==> config.mk <==
export PLATFORM = sky130hd
export DESIGN_NAME = counter_ctrl
export DESIGN_NICKNAME = d
export VERILOG_FILES = /design/src/rtl/counter_ctrl_pkg.sv /design/src/rtl/tick_prescaler.sv /design/src/rtl/counter_ctrl.sv
export SDC_FILE = /design/constraint.sdc
export NUM_CORES = 1
export LEC_CHECK = 0
export ABC_AREA = 1
export BUFFER_PORTS_ARGS = -buffer_cell sky130_fd_sc_hd__buf_2
export CAP_MARGIN = 20
export CORE_UTILIZATION = 40
export CTS_CLUSTER_SIZE = 14
export DETAILED_ROUTE_END_ITERATION = 16
export PLACE_DENSITY = 0.55
export SYNTH_ARGS = -nofsm -noshare
export SYNTH_HDL_FRONTEND = slang
export SYNTH_SLANG_ARGS = --single-unit
==> constraint.sdc <==
create_clock -name clk -period 2.98 [get_ports clk]
set_input_delay 0.596 -clock clk [delete_from_list [all_inputs] [get_ports clk]]
set_output_delay 0.596 -clock clk [all_outputs]
set_load 0.005 [all_outputs]
==> src/rtl/counter_ctrl_pkg.sv <==
// Shared opcodes and FSM state encodings for the counter controller.
package counter_ctrl_pkg;

    typedef logic [1:0] state_t;

    localparam logic [1:0] OP_START = 2'b00;
    localparam logic [1:0] OP_STOP  = 2'b01;
    localparam logic [1:0] OP_LOAD  = 2'b10;
    localparam logic [1:0] OP_CLEAR = 2'b11;

    localparam state_t S_IDLE = 2'b00;
    localparam state_t S_RUN  = 2'b01;
    localparam state_t S_HOLD = 2'b10;
    localparam state_t S_DONE = 2'b11;

endpackage

==> src/rtl/tick_prescaler.sv <==
// Clock-enable generator: one-cycle tick every div+1 enabled cycles.
module tick_prescaler #(
    parameter int unsigned N = 20
) (
    input  logic         clk,
    input  logic         rst,
    input  logic         en,
    input  logic         clr,
    input  logic [N-1:0] div,
    output logic         tick
);

    logic [N-1:0] pres_q, pres_d;
    logic         tick_q, tick_d;

    // Count only while enabled; a clear restarts the period without a tick.
    always_comb begin
        pres_d = pres_q;
        tick_d = 1'b0;
        if (clr) begin
            pres_d = '0;
        end else if (en) begin
            if (pres_q == div) begin
                pres_d = '0;
                tick_d = 1'b1;
            end else begin
                pres_d = pres_q + N'(1);
            end
        end
    end

    always_ff @(posedge clk) begin
        if (rst) begin
            pres_q <= '0;
            tick_q <= 1'b0;
        end else begin
            pres_q <= pres_d;
            tick_q <= tick_d;
        end
    end

    assign tick = tick_q;

endmodule

==> src/rtl/counter_ctrl.sv <==
// Command-driven controller sequencing a prescaled up-counter (free-run or to a limit).
module counter_ctrl
    import counter_ctrl_pkg::*;
#(
    parameter int unsigned N = 20,
    parameter int unsigned W = 9
) (
    input  logic         clk,
    input  logic         rst,
    input  logic         cmd_valid,
    output logic         cmd_ready,
    input  logic [1:0]   cmd_op,
    input  logic [W-1:0] cmd_arg,
    input  logic [N-1:0] cmd_div,
    output logic [W-1:0] data,
    output logic         busy,
    output logic         tick,
    output logic         done,
    output logic         wrap
);

    state_t       state_q, state_d;
    logic [W-1:0] data_q, data_d;
    logic [W-1:0] limit_q, limit_d;
    logic [N-1:0] div_q, div_d;
    logic         done_q, done_d;
    logic         wrap_q, wrap_d;
    logic         busy_q;
    logic [W-1:0] data_inc;
    logic         cmd_acc;
    logic         start_acc;
    logic         starve;
    logic         pres_en;

    assign cmd_ready = !(state_q == S_RUN && tick);
    assign cmd_acc   = cmd_valid && cmd_ready;
    assign start_acc = cmd_acc && (cmd_op == OP_START);
    assign data_inc  = data_q + W'(1);

    // At div=0 a tick would fire every cycle and starve the command port; skip one tick instead.
    assign starve  = tick && cmd_valid && (div_q == '0);
    assign pres_en = (state_q == S_RUN) && (state_d == S_RUN) && !starve;

    tick_prescaler #(.N(N)) u_prescaler (
        .clk  (clk),
        .rst  (rst),
        .en   (pres_en),
        .clr  (start_acc),
        .div  (div_q),
        .tick (tick)
    );

    always_comb begin
        state_d = state_q;
        data_d  = data_q;
        limit_d = limit_q;
        div_d   = div_q;
        done_d  = 1'b0;
        wrap_d  = 1'b0;

        if (state_q == S_RUN && tick) begin
            data_d = data_inc;
            wrap_d = &data_q;
            if (limit_q != '0 && data_inc == limit_q) begin
                state_d = S_DONE;
                done_d  = 1'b1;
            end
        end

        // Commands never coincide with a tick because cmd_ready is low on tick cycles.
        if (cmd_acc) begin
            case (cmd_op)
                OP_START: begin
                    state_d = S_RUN;
                    limit_d = cmd_arg;
                    div_d   = cmd_div;
                    if (cmd_arg != '0 && data_q >= cmd_arg) begin
                        data_d = '0;
                    end
                end
                OP_STOP: begin
                    case (state_q)
                        S_RUN:          state_d = S_HOLD;
                        S_HOLD, S_DONE: state_d = S_IDLE;
                        default:        state_d = state_q;
                    endcase
                end
                OP_LOAD:  data_d = cmd_arg;
                default:  data_d = '0;
            endcase
        end
    end

    always_ff @(posedge clk) begin
        if (rst) begin
            state_q <= S_IDLE;
            data_q  <= '0;
            limit_q <= '0;
            div_q   <= '0;
            done_q  <= 1'b0;
            wrap_q  <= 1'b0;
            busy_q  <= 1'b0;
        end else begin
            state_q <= state_d;
            data_q  <= data_d;
            limit_q <= limit_d;
            div_q   <= div_d;
            done_q  <= done_d;
            wrap_q  <= wrap_d;
            busy_q  <= (state_d == S_RUN);
        end
    end

    assign data = data_q;
    assign busy = busy_q;
    assign done = done_q;
    assign wrap = wrap_q;

endmodule

## Word level (Yosys, flattened, before mapping)

Index checks and enable logic that the tools add are counted.

| cells by class | value |
|---|---|
| add/subtract/negate cells | 2 |
| magnitude comparators | 1 |
| equal/unequal tests | 8 |
| mux-type cells | 12 |
| bitwise operators | 2 |
| reductions and logical operators | 21 |

Operators with widths:

| cell | count |
|---|---|
| two-way mux 9 bit | 3 |
| case mux 9 bit (3 select lines) | 1 |
| adder 20 x 1 -> 20 bit (second input constant) | 1 |
| == test 20 bit | 1 |
| zero test 20 bit | 1 |
| two-way mux 20 bit | 1 |
| nonzero test 9 bit | 2 |
| adder 9 x 1 -> 9 bit (second input constant) | 1 |
| == test 9 bit | 1 |
| greater-or-equal comparator 9 bit | 1 |
| logical AND 1 bit | 9 |
| AND reduction 9 bit | 1 |
| case mux 2 bit (2 select lines) | 2 |
| == test 2 x 1 -> 1 bit (second input constant) | 3 |
| == test 2 bit (second input constant) | 3 |
| two-way mux 2 bit | 3 |
| OR reduction 2 bit | 3 |
| OR reduction 3 bit | 1 |
| zero test 1 bit | 2 |
| zero test 2 bit | 1 |
| two-way mux 1 bit | 2 |
| inverter 1 bit | 2 |
| AND reduction 2 bit | 1 |

| word-level totals | value |
|---|---|
| flip-flop bits (word level) | 64 |
| input port bits | 34 |
| output and inout port bits | 14 |
| word-level logic and storage cells | 55 |

## Depth between registers and ports, before layout

Gate-level depths: netlist of the first run.

| logic depth | value |
|---|---|
| word-level depth | 12 |
| gate-level depth with buffers | 19 |
| depth with buffers taken out | 18 |

## Hierarchy

Synthesis of the first run repeated with hierarchy kept, for this count alone.

| second synthesis, totals | value |
|---|---|
| cells, all modules | 613 |
| area total of the unflattened synthesis | 3,843.7 um^2 |

Modules (own cells, without submodules):

| module | times used | cells an instance | area an instance (um^2) | sequential area each (um^2) |
|---|---|---|---|---|
| counter_ctrl | 1 | 370 | 2,416.1 | 860.8 |
| tick_prescaler | 1 | 243 | 1,427.6 | 420.4 |

## Worst setup path after synthesis of the first run

Ideal clock, no wire load.

| path | value |
|---|---|
| path type | flip-flop to flip-flop |
| start | register data_q[1], in the netlist data[1] |
| end | register u_prescaler.pres_q[0] |
| library setup time | 112 ps |
| arrival | 2,193 ps |
| data required time | 2,868 ps |
| slack | 675 ps |
| stages on the path, launching flop included | 20 |
| buffers on the path | 1 |
| clock period less this slack | 2,305 ps |
| cells stage by stage | dfxtp_1 > ha_1 > nand2_2 > nor2_4 > nand3_1 > nor2_1 > ha_1 > nor2_1 > o21ai_0 > nand2_1 > nand3_1 > nor2_1 > nand3_2 > nand2_2 > nand2_4 > nand3_4 > buf_8 > nand2_1 > nand2_1 > nor2_1 |

| on the way | value |
|---|---|
| word-level cells in the longest chain between the ends | 10 |

RTL lines:

| item | RTL line | source |
|---|---|---|
| from (decl) | counter_ctrl.sv:23 | `logic [W-1:0] data_q, data_d;` |
| from (signal assigned) | counter_ctrl.sv:105 | `data_q <= data_d;` |
| adder 9 x 1 -> 9 bit * | counter_ctrl.sv:38 | `assign data_inc = data_q + W'(1);` |
| == test 9 bit * | counter_ctrl.sv:64 | `if (limit_q != '0 && data_inc == limit_q) begin` |
| logical AND 1 bit * | counter_ctrl.sv:64 |  |
| two-way mux 2 bit * | counter_ctrl.sv:64 |  |
| two-way mux 2 bit * | counter_ctrl.sv:61 | `if (state_q == S_RUN && tick) begin` |
| case mux 2 bit (2 select lines) | counter_ctrl.sv:72 | `case (cmd_op)` |
| two-way mux 2 bit * | counter_ctrl.sv:71 | `if (cmd_acc) begin` |
| == test 2 x 1 -> 1 bit * | counter_ctrl.sv:42 | `assign pres_en = (state_q == S_RUN) && (state_d == S_RUN) && !starve;` |
| logical AND 1 bit * (2 in a row) | counter_ctrl.sv:42 |  |
| to (signal assigned) | tick_prescaler.sv:37 | `pres_q <= pres_d;` |
| to (decl) | tick_prescaler.sv:13 | `logic [N-1:0] pres_q, pres_d;` |

Every way passes the cells marked *; elsewhere a longest branch is shown, timed or not.
A chain may end at the register's enable or synchronous reset.

## Final worst setup path of the first run

| path | value |
|---|---|
| start | register data_q[0], in the netlist data[0] |
| end | register u_prescaler.pres_q[10] |

The elaborated chain is that of the path after synthesis.

==> results.tsv, run 1 <==
stage	metric	value	unit
run_status	status	complete, no violations	
setup_path	worstPathRequired	3270	ps
route	drc_errors	0	
synthesis	synth.most_common_cell	nand2_1	
synthesis	ys_warn_count	0	
floorplanning	core	0.01028	mm²
grt	grt_max_degree	46	
power	comb_power_share	12.6	%
setup_path	rr_startpoint	data[0]	
synthesis	synth_cells	630	
floorplanning	die-area	0.01099	mm²
setup_path	regToRegEndpoint	u_prescaler.pres_q[10]	
synthesis	synth_edf_count	0	
synthesis	yosysUniqueCellTypes	35	
timing	slew_viol_final	0	
timing	finalHoldViolations	0	
grt	track_usage	22.94	%
clock_network	clkSlewWorstSetupHoldPaths	80	ps
place	gp_congestion	0.8384	
setup_path	crit_arrival	2930	ps
clock_network	clockBufferDepth	2	
power	p_clk_share	41.4	%
synthesis	avgSynthCellArea	6.713	µm²
setup_path	reg2reg_slack	340	ps
power	p_seq_share	46.0	%
timing	rsz0062_at_grt	no	
route	wl	12030	µm
place	post_dp_cell_area	0.004576	mm²
layout	final_cell_area	0.004818	mm²
clock_network	h-tree-depth	3	
route	vias	4154	
floorplanning	die_w	104.8	µm
setup_path	start_kind	flip-flop	
place	hpwlAfterDp	8965	µm
synthesis	synth_commonest_cells	144 x nand2_1, 71 x inv_1, 64 x dfxtp_1	
grt	grt_pass1_wl	19800	µm
timing	slew_headroom	70.06	%
layout	fillers	1103	
power	p_leak	1.978	nW
place	place_inst	797	
power	peakVddDrop	0.1677	mV
synthesis	synth_async_sr_flop_share	0	%
timing	setup-tns-final	0	ps
layout	diodes	0	
clock_network	cts_resized	0	
power	power_density	407.0	mW/mm²
synthesis	synth.top_cell.area_share	30.30	%
synthesis	ys.flop_type	dfxtp_1	
floorplanning	io_pins	48	
power	p_sw_share	27.48	%
synthesis	synth_area_leader_cell	dfxtp_1	
grt	grt.overflow.total	0	
route	routedWlPerCell	14.78	µm
power	p_int	1.422	mW
timing	finalCritPeriodShare	88.49	%
synthesis	yosys-top-cells-area	dfxtp_1 30%, nand2_1 13%, inv_1 6.3%	
clock_network	clock-root-buffer	clkbuf_8	
clock_network	holdBufCountCts	0	
clock_network	numCtsBuffers	9	
synthesis	ys_seq_elements	64	
floorplanning	placementRows	37	
power	p_sw	538.9	µW
grt	antenna_found_initial	0	
route	via_per_inst	5.103	
min_path	holdPathStages	2	
timing	skew	7.370	ps
timing	clock.fmax	0.3792	GHz
layout	drive_above_1_share	17.55	%
synthesis	syn_area	0.004229	mm²
route	drtIter0Drc	297	
flow_run	maxCapViolCount	0	
setup_path	critPathMaxFanout	25	
clock_network	post_cts_buffers	0	
setup_path	cp-end-kind	flip-flop	
layout	fin_cells	814	
layout	final_nets	719	
clock_network	cts_tree	yes	
min_path	worstHoldStart	div_q[8]	
setup_path	crit_type	reg2reg	
clock_network	cts.sinks	64	
synthesis	ys_seq_area_share	30.30	%
timing	holdWs	487.5	ps
timing	worstMarginPinSlew	448.0	ps
timing	fin_crit	2637	ps
route	detail-route-antenna-nets	0	
min_path	hold_class	reg2reg	
route	drt_first_pass_iters	5	
min_path	holdPathEnd	div_q[8]	
layout	syn2layout_area_growth	13.93	%
grt	grt_pass1_vias	3815	
place	port_buffers	47	
floorplanning	die_h	104.8	µm
clock_network	clock_latency	350	ps
timing	setup_viol_count_final	0	
setup_path	r2r_cells	17	
synthesis	postSynthNetCount	676	
floorplanning	start_util	41.15	%
[cells in the final DEF, fill, tap and decap left out, types with 13 or more instances in the layout]
cell and count:
a21oi_1 47, nand2_1 144, nor2_1 52, xor2_1 19, nand4_1 34, xnor2_1 20
a21oi_2 14, nand3_1 43, buf_4 13, inv_1 71, dfxtp_1 64, buf_2 47
o21ai_0 24
[per-layer routing]
layer | track usage [%] | wire [µm] | vias to the layer above
li1 | - | - | 2140
met1 | 34.46 | 6332 | 1842
met2 | 32.40 | 4674 | 158
met3 | 4.803 | 870 | 14
met4 | 6.740 | 152 | 0
met5 | 0 | 0 | -
[stage by stage]
stage                     worst slack, ps  util (%)  total power, mW
after floorplan                     674.8         -            1.077
after global placement              346.0     44.52            1.165
after detailed placement            240.0     44.52            1.165
after CTS                           228.1     46.63            1.977
after global routing                30.60     46.88            2.054
final                               343.0     46.88            1.961
[power groups by stage]
stage,registers (mW),clock network (mW),logic (mW)
CTS,0.901,0.831,0.246
finish,0.901,0.812,0.248
detailed placement,0.920,0,0.245
global placement,0.920,0,0.244
floorplan,0.914,0,0.162
global route,0.904,0.870,0.280
[registers in the layout (all words and copies together), names as in the netlist]
register and cells:
done 1, wrap 1, div_q 20, u_prescaler.tick 1, data 9, state_q 2
busy 1, u_prescaler.pres_q 20, limit_q 9
[logic make-up after synthesis]
logic type      count (synthesis)  share of synthesized area [%]
fa+ha+maj                      12                          3.550
compound gates                 93                          12.49
simple gates                  314                          34.44
buf+inv                       107                          10.62
xor+xnor                       40                          8.609
flops                          64                          30.30
[how the worst max path moves through the flow]
stage | from | depth (start not counted) | to | slack [ps]
6_report | data[0] | 17 | u_prescaler.pres_q[10] | 340
5_1_grt | data[0] | 17 | u_prescaler.pres_q[14] | 30
2_1_floorplan | data[1] | 19 | u_prescaler.pres_q[0] | 670
3_5_place_dp | data[0] | 17 | u_prescaler.pres_q[14] | 240
4_1_cts | data[0] | 17 | u_prescaler.pres_q[14] | 230
3_3_place_gp | data[0] | 18 | u_prescaler.pres_q[0] | 350
[critical path: stages (launching register included)]
cell     delay, ps
dfxtp_1        430
ha_1           210
nand2_2        100
nor2_4         140
nand3_1        120
nor2_1         120
ha_1           260
nor2_1          90
o21ai_0         80
nand2_1         60
nand3_1         60
nor2_1         110
nand3_2         90
nand2_2        120
nand2_8        140
nand3_4        230
nand2_1        100
a21oi_2        120
[area by class of cell]
class	count	area [µm²]	area share, %
clock inverters	4	51.30	1.065
well taps	136	170.2	3.532
clock buffers	12	165.2	3.428
flip-flops and latches	64	1281	26.59
inverters	78	292.8	6.076
repair buffers	60	332.8	6.907
multi-input cells	460	2525	52.40
No activity file was read; power rests on OpenSTA's default activity.
==> inputs of run 2 (changes only) <==
--- a/config.mk
+++ b/config.mk
@@ -5,13 +5,14 @@
 export SDC_FILE = /design/constraint.sdc
 export NUM_CORES = 1
 export LEC_CHECK = 0
-export ABC_AREA = 1
 export BUFFER_PORTS_ARGS = -buffer_cell sky130_fd_sc_hd__buf_2
 export CAP_MARGIN = 20
 export CORE_UTILIZATION = 40
+export CTS_BUF_LIST = sky130_fd_sc_hd__clkbuf_4
 export CTS_CLUSTER_SIZE = 14
 export DETAILED_ROUTE_END_ITERATION = 16
-export PLACE_DENSITY = 0.55
+export PLACE_DENSITY = 0.56
+export SKIP_CTS_REPAIR_TIMING = 1
 export SYNTH_ARGS = -nofsm -noshare
 export SYNTH_HDL_FRONTEND = slang
 export SYNTH_SLANG_ARGS = --single-unit
==> run 2 against run 1 <==
  * Setup slack worse by 110 ps
  * Sequential share of layout area up 5.9 points
  * Final cell count is 28% lower
  * Sequential power fell by 0.6%
  * Power shrank 19%
  * Clock skew is 9.5 ps higher
  * Largest cell class unchanged
  * Largest power group unchanged
==> results.tsv, run 2 <==
stage	metric	value	unit	change
synthesis	ys.flop_type	dfxtp_1		
setup_path	worstPathRequired	3320	ps	+50 ps
synthesis	yosys-top-cells-area	dfxtp_1 37%, nand2_1 8.1%, xnor2_1 6.7%		
synthesis	synth_commonest_cells	74 x nand2_1, 64 x dfxtp_1, 32 x a21oi_1		
floorplanning	placementRows	33		-11%
power	p_seq_share	56.2	%	+10 points
floorplanning	start_util	41.42	%	+0.27 points
grt	grt_pass1_vias	2781		-27%
layout	top_regs	div_q: 20 flops, u_prescaler.pres_q: 20 flops		
layout	final_cell_mix	74 x nand2_1, 63 x dfxtp_1, 47 x buf_2, 32 x a21oi_1, 30 x nor2_1		
floorplanning	die_w	94.48	µm	-9.9%
clock_network	h-tree-depth	3		unchanged
clock_network	clock-root-buffer	clkbuf_4		
power	power_density	404.7	mW/mm²	-0.57%
setup_path	critPathSlowestCell	or3_1		
synthesis	postSynthNetCount	467		-31%
power	p_leak	1.595	nW	-19%
synthesis	synth.top_cell.area_share	37.45	%	+7.2 points
synthesis	synth_area_leader_cell	dfxtp_1		
layout	diodes	0		unchanged
floorplanning	die-area	0.008926	mm²	-19%
grt	grt_pass1_wl	14460	µm	-27%
power	comb_power_share	12.2	%	-0.4 points
power	peakVddDrop	0.2706	mV	+61%
setup_path	crit_chain	ha_1, nand4_1, nor2_1, ha_1, and2_1, o22ai_2, a2111oi_4, o21ai_2, buf_4, nand4_1, or3_1, a21oi_2		
timing	skew	16.92	ps	+9.547 ps
route	drt_first_pass_iters	4		-1
setup_path	slowest_delay	420	ps	about the same
flow_run	maxCapViolCount	0		unchanged
synthesis	avgSynthCellArea	8.125	µm²	+21%
synthesis	synth.most_common_cell	nand2_1		
clock_network	clkSlewWorstSetupHoldPaths	120	ps	+40 ps
floorplanning	io_pins	48		unchanged
timing	setup_viol_count_final	0		unchanged
power	p_total	1.596	mW	-19%
place	post-place-ws	30.76	ps	-209.2 ps
synthesis	synth_async_sr_flop_share	0	%	unchanged
run_status	status	complete, no violations		
timing	slew_viol_final	0		unchanged
synthesis	synth_cells	421		-33%
route	routedWlPerCell	15.14	µm	+2.4%
timing	finalWorstSetupSlack	229.6	ps	-113.4 ps
setup_path	crit_arrival	3090	ps	+160 ps
layout	drive_above_1_share	19.92	%	+2.4 points
setup_path	critPathMaxFanout	6		-76%
timing	clock.fmax	0.3636	GHz	-4.1%
layout	layout_commonest_cell	nand2_1		
route	detail-route-antenna-nets	0		unchanged
clock_network	cts.sinks	64		unchanged
route	drc_errors	0		unchanged
grt	grt.overflow.total	0		unchanged
synthesis	ys_seq_elements	64		unchanged
place	place_inst	571		-28%
grt	antenna_found_initial	0		unchanged
timing	fin_crit	2750	ps	+113.4 ps
route	drtIter0Drc	135		-55%
place	port_buffers	47		unchanged
synthesis	ys_warn_count	0		unchanged
route	wl	8886	µm	-26%
timing	setup-tns-final	0	ps	unchanged
timing	finalCritPeriodShare	92.29	%	+3.8 points
synthesis	ys_seq_area_share	37.45	%	+7.2 points
timing	worstMarginPinSlew	749.9	ps	+301.9 ps
setup_path	crit_type	reg2reg		
place	gp_congestion	0.8542		+1.9%
timing	holdWs	413.3	ps	-74.20 ps
route	via_per_inst	5.252		+2.9%
setup_path	start_kind	flip-flop		
power	p_int	1.152	mW	-19%
place	hpwlAfterDp	6554	µm	-27%
timing	slew_headroom	49.90	%	-20 points
layout	final_nets	523		-27%
layout	syn2layout_area_growth	15.33	%	
grt	track_usage	21.32	%	-1.6 points
synthesis	syn_area	0.003421	mm²	-19%
route	vias	3083		-26%
clock_network	clock_latency	410	ps	+60 ps
grt	grt_max_degree	35		-24%
floorplanning	die_h	94.48	µm	-9.9%
power	p_clk_share	31.6	%	-9.8 points
timing	finalHoldViolations	0		unchanged
layout	fillers	840		-24%
timing	rsz0062_at_grt	no		
synthesis	yosysUniqueCellTypes	51		+46%
clock_network	clockBufferDepth	2		unchanged
floorplanning	core	0.008258	mm²	-20%
synthesis	synth_edf_count	0		unchanged
power	p_sw_share	27.85	%	+0.36 points
power	p_sw	444.5	µW	-18%
clock_network	numCtsBuffers	9		unchanged
clock_network	cts_tree	yes		
layout	fin_cells	587		-28%
setup_path	cp-end-kind	flip-flop		
min_path	hold_class	in2reg		
## run 2: cells by family (layout without fill, tap and decap cells)
| family | count (synthesis) | in the layout | synth area share (%) |
|---|---|---|---|
| and+or+nand+nor | 186 | 186 | 26.37 |
| AOI/OAI and AO/OA | 74 | 74 | 14.41 |
| DFF | 64 | 64 | 37.45 |
| xor gates and xnor gates | 49 | 49 | 12.55 |
| buffers and inverters | 35 | 96 | 4.535 |
| adders and majority gates | 12 | 12 | 4.389 |
| muxes | 1 | 1 | 0.2926 |
## run 2: worst paths after layout
| check | from | to | slack, ps | depth (start not counted) |
|---|---|---|---|---|
| setup / recovery | data[1] | u_prescaler.pres_q[18] | 230 | 12 |
| hold / removal | cmd_arg[4] | data[4] | 410 | 3 |
| setup reg to reg | data[1] | u_prescaler.pres_q[18] | 230 | 12 |
| hold reg to reg | limit_q[8] | limit_q[8] | 480 | 2 |
## run 2: routing by layer
metal / vias up / routed length, µm / track usage, %
met3: 12 / 413 / 4.428
met5: - / 0 / 0
met4: 0 / 124 / 5.682
met1: 1435 / 4703 / 31.75
met2: 75 / 3644 / 30.80
li1: 1561 / - / -
## run 2: final cells by class
type,count,area [µm²],area share (%)
sequential,64,1282,32.51
clock inverter,4,21.27,0.5392
inverter,17,63.81,1.618
clock buffer,12,90.09,2.284
multi-input combinational,322,2001,50.71
timing repair buffer,63,355.3,9.007
tap,105,131.4,3.330
## run 2: critical path: cells and delay by family (launching register included)
kind | cells | cell delay, ps
DFF | 1 | 400
adders and majority gates | 2 | 450
buffers and inverters | 1 | 190
and+or+nand+nor | 5 | 1070
AOI/OAI and AO/OA | 4 | 570
## run 2: power groups by stage
stage | combinational, mW | clock, mW | sequential [mW]
2_1_floorplan | 0.123 | 0 | 0.912
3_3_place_gp | 0.189 | 0 | 0.916
3_5_place_dp | 0.190 | 0 | 0.916
4_1_cts | 0.192 | 0.521 | 0.896
5_1_grt | 0.220 | 0.569 | 0.900
6_report | 0.195 | 0.505 | 0.896
## run 2: stage by stage
stage	area (µm²)	utilization (%)
final	3945	47.77
after CTS	3930	47.59
after global routing	3945	47.77
after floorplan	3421	-
after global placement	3819	46.24
after detailed placement	3819	46.24
